==> src/rtl/z80_block_compare_engine.sv <==
// Z80 block-compare engine (CPI/CPD/CPIR/CPDR): one (HL) read per iteration over req/ack, flags from A-(HL).
// Define Z80_UNDOC_FLAGS_EN to drive F5/F3 with the undocumented Z80 behaviour instead of preserving them.
module z80_block_compare_engine #(
    parameter int ADDR_W = 16,
    parameter int CNT_W  = 16,
    parameter int DATA_W = 8
) (
    input  logic              clk,
    input  logic              reset_n,
    input  logic              start,
    input  logic              mode_dec,
    input  logic              mode_rep,
    input  logic              abort,
    input  logic [DATA_W-1:0] a_in,
    input  logic [ADDR_W-1:0] hl_in,
    input  logic [CNT_W-1:0]  bc_in,
    input  logic [DATA_W-1:0] f_in,
    output logic              mem_req,
    output logic [ADDR_W-1:0] mem_addr,
    input  logic              mem_ack,
    input  logic [DATA_W-1:0] mem_rdata,
    output logic              busy,
    output logic              done,
    output logic [ADDR_W-1:0] hl_out,
    output logic [CNT_W-1:0]  bc_out,
    output logic [DATA_W-1:0] f_out,
    output logic [CNT_W-1:0]  iter_cnt
);

    // state | meaning
    // IDLE  | waiting for start
    // READ  | mem_req held on (HL) until mem_ack, or abort without ack
    // EXEC  | one cycle: flags from A-m, step HL, decrement BC
    // DONE  | one-cycle done pulse, back to IDLE
    typedef enum logic [1:0] {S_IDLE, S_READ, S_EXEC, S_DONE} state_t;

    state_t            state, state_nxt;
    logic [DATA_W-1:0] a_q, m_q;
    logic              dec_q, rep_q;

    logic [DATA_W-1:0] sub;
    logic [CNT_W-1:0]  bc_dec;
    logic [ADDR_W-1:0] hl_step;
    logic              z_new, h_new, v_new;
    logic [DATA_W-1:0] f_new;

    assign mem_addr = hl_out;

    always_comb begin
        sub     = a_q - m_q;
        bc_dec  = bc_out - CNT_W'(1);
        hl_step = dec_q ? (hl_out - ADDR_W'(1)) : (hl_out + ADDR_W'(1));
        z_new   = (sub == '0);
        h_new   = (a_q[3:0] < m_q[3:0]);
        v_new   = (bc_dec != '0);
        f_new    = f_out;
        f_new[7] = sub[7];
        f_new[6] = z_new;
        f_new[4] = h_new;
        f_new[2] = v_new;
        f_new[1] = 1'b1;
`ifdef Z80_UNDOC_FLAGS_EN
        begin
            logic [DATA_W-1:0] n_val;
            n_val    = sub - DATA_W'(h_new);
            f_new[5] = n_val[1];
            f_new[3] = n_val[3];
        end
`endif
    end

    always_comb begin
        state_nxt = state;
        mem_req   = 1'b0;
        busy      = 1'b0;
        done      = 1'b0;
        case (state)
            S_IDLE: begin
                if (start) state_nxt = S_READ;
            end
            S_READ: begin
                mem_req = 1'b1;
                busy    = 1'b1;
                // ack wins over a simultaneous abort
                if (mem_ack)    state_nxt = S_EXEC;
                else if (abort) state_nxt = S_DONE;
            end
            S_EXEC: begin
                busy = 1'b1;
                if (rep_q && v_new && !z_new && !abort) state_nxt = S_READ;
                else                                    state_nxt = S_DONE;
            end
            S_DONE: begin
                done      = 1'b1;
                state_nxt = S_IDLE;
            end
            default: state_nxt = S_IDLE;
        endcase
    end

    always_ff @(posedge clk or negedge reset_n) begin
        if (!reset_n) begin
            state    <= S_IDLE;
            a_q      <= '0;
            m_q      <= '0;
            dec_q    <= 1'b0;
            rep_q    <= 1'b0;
            hl_out   <= '0;
            bc_out   <= '0;
            f_out    <= '0;
            iter_cnt <= '0;
        end else begin
            state <= state_nxt;
            case (state)
                S_IDLE: begin
                    if (start) begin
                        a_q      <= a_in;
                        dec_q    <= mode_dec;
                        rep_q    <= mode_rep;
                        hl_out   <= hl_in;
                        bc_out   <= bc_in;
                        f_out    <= f_in;
                        iter_cnt <= '0;
                    end
                end
                S_READ: begin
                    if (mem_ack) m_q <= mem_rdata;
                end
                S_EXEC: begin
                    hl_out   <= hl_step;
                    bc_out   <= bc_dec;
                    f_out    <= f_new;
                    iter_cnt <= iter_cnt + CNT_W'(1);
                end
                default: ;
            endcase
        end
    end

endmodule

==> config.mk <==
export PLATFORM = sky130hd
export DESIGN_NAME = z80_block_compare_engine
export DESIGN_NICKNAME = d
export VERILOG_FILES = /design/src/rtl/z80_block_compare_engine.sv
export SDC_FILE = /design/constraint.sdc
export NUM_CORES = 1
export LEC_CHECK = 0
export CORE_AREA = 2 2 103 105
export CTS_CLUSTER_DIAMETER = 120
export CTS_CLUSTER_SIZE = 16
export DETAILED_ROUTE_END_ITERATION = 16
export DIE_AREA = 0 0 105 107
export HOLD_SLACK_MARGIN = 0.1
export PLACE_DENSITY_LB_ADDON = 0.05
export SLEW_MARGIN = 20
export SYNTH_ARGS = -nofsm -noshare
export SYNTH_HDL_FRONTEND = slang
export SYNTH_SLANG_ARGS = --single-unit
export TNS_END_PERCENT = 30
==> constraint.sdc <==
create_clock -name clk -period 5.43 [get_ports clk]
set_input_delay 1.086 -clock clk [delete_from_list [all_inputs] [get_ports clk]]
set_output_delay 1.086 -clock clk [all_outputs]
set_load 0.1 [all_outputs]
==> After elaboration in Yosys (flattened, before gate mapping) <==
Index checks and enable logic that the tools add are counted.
{ "classes": {"n_eq_ne": 5, "bitwise_logic": 1, "addsub": 5, "order_cmp": 1, "reduce_logical": 15, "muxes": 17} }
{ "ops": {"columns": ["cell", "n"], "rows": [
  ["one-hot mux 16 bit (2 select lines)", 3],
  ["2-to-1 mux 16 bit", 4],
  ["adder 16 x 1 -> 16 bit (second input constant)", 2],
  ["subtractor 16 x 1 -> 16 bit (second input constant)", 2],
  ["one-hot mux 8 bit (2 select lines)", 1],
  ["nonzero test 16 bit", 1],
  ["logical NOT 8 bit", 1],
  ["2-to-1 mux 2 bit", 4],
  ["2-to-1 mux 8 bit", 1],
  ["one-hot mux 2 bit (4 select lines)", 1],
  ["AND reduction 2 bit", 4],
  ["subtractor 8 bit", 1],
  ["== test 2 bit (second input constant)", 2],
  ["less-than comparator 4 bit", 1],
  ["logical AND 1 bit", 3],
  ["2-to-1 mux 1 bit", 3],
  ["inequality test 3 bit (second input constant)", 1],
  ["AND reduction 3 bit", 1],
  ["== test 2 x 1 -> 1 bit (second input constant)", 1],
  ["logical NOT 1 bit", 2],
  ["logical NOT 2 bit", 1],
  ["inequality test 2 bit (second input constant)", 1],
  ["nonzero test 2 bit", 1],
  ["OR reduction 2 bit", 1],
  ["inverter 1 bit", 1]
]} }
{ "totals": {"input_bits": 63, "register_bits": 76} }

==> Depth between registers and ports, before layout <==
{ "depth": {"depth_word": 7, "depth_mapped": 11} }

==> Worst setup path before layout <==
No wires, ideal clock.
{ "synth_timing": {"path_kind": "register to register", "start": "reg hl_out[6]", "end": "reg hl_out[13]", "n_path_buf": 1, "period_less_slack_ns": 2.860, "stages_incl_launch_ff": 9, "t_arrival_ns": 2.735, "setup_time_ns": 0.126, "required_time_ns": 5.304, "setup_slack_ns": 2.570, "path_cell_list": "dfrtp_1 > ha_1 > clkbuf_1 > a21o_1 > a221o_1 > or2_2 > a31oi_1 > xor2_1 > o21ai_1"} }
{ "synth_via": {"elab_chain_len": 3, "elab_cells_between_ends": 4} }
{ "synth_lines": {"columns": ["element", "line", "source"], "rows": [
  ["start, declared", "24", "output logic [ADDR_W-1:0] hl_out,"],
  ["start signal, assigned", "120", "hl_out <= hl_in;"],
  ["start signal, assigned", "130", "hl_out <= hl_step;"],
  ["adder 16 x 1 -> 16 bit / subtractor 16 x 1 -> 16 bit (equally long branches)", "52", "hl_step = dec_q ? (hl_out - ADDR_W'(1)) : (hl_out + ADDR_W'(1));"],
  ["2-to-1 mux 16 bit (*)", "52", null],
  ["one-hot mux 16 bit (2 select lines) (*)", "114", "case (state)"]
]} }
Every way passes the cells marked *; elsewhere a longest branch is shown, timed or not.
A chain may end at the register's enable or synchronous reset.

==> Worst setup path in the final report <==
{ "layout_timing": {"start": "reg state[0]", "end": "out busy"} }
{ "layout_via": {"elab_chain_len": 3, "elab_cells_between_ends": 4} }
{ "layout_lines": {"columns": ["element", "line", "source"], "rows": [
  ["start, declared", "37", "state_t state, state_nxt;"],
  ["start signal, assigned", "113", "state <= state_nxt;"],
  ["== test 2 bit / == test 2 x 1 -> 1 bit (equally long branches)", "77", "case (state)"],
  ["OR reduction 2 bit (no line) (*)", null, null],
  ["2-to-1 mux 1 bit (*)", "77", null],
  ["end, declared", "22", "output logic busy,"]
]} }
Marks and branches as above.

==> results.toml <==
[routing]
post_drt_wl_per_cell_um = 15.6
route.detailed.drc = 0
dr.first_iter.drc_count = 175
route.vias.total = 4362
firstDrtPassIters = 5
totalWireLength_um = 12400
routed_via_density = 5.46
drt.antenna.violating_nets = 0

[sta]
fin_skew_ns = 0.00765
rsz0062_at_grt = "no"
final_setup_violations = 0
report.final.slew_viol_count = 0
finalHoldViolations = 0
maxSlewHeadroom_pct = 33.1
worst-slew-pin-transition_ns = 1.00
post-route-period-util_pct = 63.2
period_needed_ns = 3.43
totalNegativeSetupSlack_ns = 0
achievable-frequency_mhz = 291

[logic_synthesis]
synth.cell_area_sq_mm = 0.00491
netlist-cell-type-count = 64
ys_seq_area_share_pct = 38.7
synth_edf_count = 0
yosys_warnings = 0
xor_xnor_share_of_the_synthesized_area_pct = 5.88
synth_ff_type = "sky130_fd_sc_hd__dfrtp_1"
main_combinational_cell_family_by_area_after_synthesis = "compound AO/OA/AOI/OAI gates"
post_synth_and_or_nand_nor_area_fraction_pct = 17.0
synth_cells = 544
postSynth.asyncResetShare_pct = 100
ys_seq_elements = 76
yosys.area_share.adder_pct = 7.79
post_synth_mux_area_share_pct = 6.19
synth.avg_cell_area_sq_um = 9.03
mappedNetlistNets = 637
synth_compound_area_share_pct = 18.5

[critical_path]
path_cells = "inv_1, ha_1, clkdlybuf4s50_1"
crit_family = "buffers and inverters"
critical_path_type = "reg2out"
crit_arrival_ns = 2.35
setup.worst_path.start_class = "flop"
worstPathBufferInverterCount = 2
cp.required_ns = 4.34
worst_path_max_delay_cell = "sky130_fd_sc_hd__clkdlybuf4s50_1"
cp_slowest_stage_delay_ns = 1.14
timing.critical_path.from = "state[0]$_DFFE_PN0P_"
r2r_start = "state[0]$_DFFE_PN0P_"
type_of_element_capturing_the_critical_path = "output pin"
critPathMaxFanout = 6

[cts]
insertion_delay_ns = 0.36
cts.repair.resized = 0
cts.sink_count = 76
cts_buffer_depth = 2
cts_post_setup_buffers_inserted = 0
cts_hold_buf = 0
clk_transition_reported_paths_ns = 0.08
clk_root_buffer_cell = "sky130_fd_sc_hd__clkbuf_8"
numCtsBuffers = 9
h-tree-depth = 3
cts_tree = "built"

[floorplanning]
floorplan.initialDensity_pct = 48.7
floorplan.die_area_sq_mm = 0.0112
row_count = 37
core_area_sq_mm = 0.0101
floorplan_die_height_um = 107
design.portCount = 138
die_w_um = 105

[finish]
final_nets = 751
drive_gt1_share_pct = 7.84
postLayoutCellArea_sq_mm = 0.00650
syn2layout_area_growth_pct = 32.2
insertedDiodeCount = 0

[worst_hold_path]
min_from = "f_out[3]$_DFFE_PN0P_"
timing.hold.worst.class = "reg2reg"

[global_routing]
grt_pass1_vias = 4122
grt_antenna_before_repair = 0
final_global_route_overflow_total = 0
grt_pass1_wl_um = 20600
grt_start_max_net_pins = 77
grt_overall_usage_pct = 22.8

[run_status]
outcome = "finished clean"

[job]
cap_violations = 0

[placement]
place_hpwl_um = 8900
place.gp.congestion = 0.881
dpl_cell_area_sq_mm = 0.00627
io_buffer_count = 137
[Yosys cell counts, drive strengths merged (6+ instances only)]
master  number  share of area [%]
and3        10                1.3
dfrtp       76                 39
a21o         7                1.1
xor2        16                2.9
ha          29                7.4
nor3        13                1.7
o22ai        8                1.0
inv         23                1.8
a31oi        6               0.76
nor2        41                3.3
clkbuf      18                1.4
nand4        6               0.76
o21ai       37                3.8
nand2       50                3.8
mux2        19                4.4
nand3       16                1.7
mux2i        9                1.8
a21oi       63                6.5
buf         20                2.8
xnor2       17                3.0
[metal layers]
metal,track usage (%),share of wire [%],vias to the layer above,routed length (um)
met5,0,0,-,0
met3,5.47,5.6,9,696
met4,5.71,0.74,0,92
met2,36.2,47,131,5900
li1,-,-,2152,-
met1,31.6,46,2070,5740
[stage by stage]
stage | hold WS [ns] | cells | util, % | worst slack (ns)
floorplan | 0.479 | 544 | - | 2.57
finish | 0.490 | 799 | 64.4 | 2.00
detailed placement | 0.474 | 782 | 62.2 | 1.70
CTS | 0.492 | 798 | 64.1 | 1.98
global route | 0.515 | 799 | 64.4 | 1.88
global placement | 0.464 | 782 | 62.2 | 1.73
[path summary, 6_finish.rpt]
path | endpoint | slack [ns] | depth (start not counted)
worst max-delay path | busy | 2.00 | 3
worst min-delay path | f_out[3]$_DFFE_PN0P_ | 0.49 | 2
worst max register to register | iter_cnt[13]$_DFFE_PN0P_ | 2.20 | 10
worst min register to register | f_out[3]$_DFFE_PN0P_ | 0.49 | 2
max in group asynchronous | f_out[4]$_DFFE_PN0P_ | 4.22 | 2
min in group asynchronous | iter_cnt[11]$_DFFE_PN0P_ | 0.64 | 1
[cell usage in the layout (no fill, tap or decap), drive strengths merged, types with 6 or more instances in the layout]
cell	Yosys	layout
a31oi	6	6
nand4	6	6
xnor2	17	17
mux2i	9	9
clkbuf	18	11
dfrtp	76	76
mux2	19	19
xor2	16	16
nand2	50	50
o21ai	37	37
nor2	41	41
inv	23	23
clkdlybuf4s50	0	136
ha	29	29
nand3	16	16
and3	10	10
nor3	13	13
o22ai	8	8
a21oi	63	63
a21o	7	7
[flip-flops by register name, summed over array words and instances (netlist names)]
register and cells:
bc_out 16, hl_out 16, iter_cnt 16, a_q 8
f_out 8, m_q 8, state 2, dec_q 1
rep_q 1
[final cells by class]
class,count,area [sq um]
multi-input cells,406,2720
well taps,136,170
inverters,24,90.1
fillers,905,3590
clock buffers,11,131
clock inverters,5,62.6
repair buffers,141,1420
flip-flops and latches,76,1900
[logic make-up (layout without fill, tap and decap cells)]
logic type / count (synthesis) / after routing
simple gates: 165 / 165
compound gates: 150 / 150
flops: 76 / 76
buf+inv: 62 / 181
xor+xnor: 33 / 33
fa+ha+maj: 30 / 30
mux: 28 / 28
[worst reg2reg max path, cell delays in order, from the launching register on]
cell                      delay (ns)
sky130_fd_sc_hd__dfrtp_1        0.45
sky130_fd_sc_hd__inv_1          0.14
sky130_fd_sc_hd__ha_2           0.17
sky130_fd_sc_hd__buf_4          0.43
sky130_fd_sc_hd__mux2_2         0.79
sky130_fd_sc_hd__nand4_1        0.34
sky130_fd_sc_hd__nor2_1         0.22
sky130_fd_sc_hd__and3_1         0.24
sky130_fd_sc_hd__nand3_1        0.11
sky130_fd_sc_hd__xor2_1         0.16
sky130_fd_sc_hd__nor2_1         0.05
Power is not shown: default switching activity piles up to over one toggle a cycle in this logic, so the estimate is an artifact.
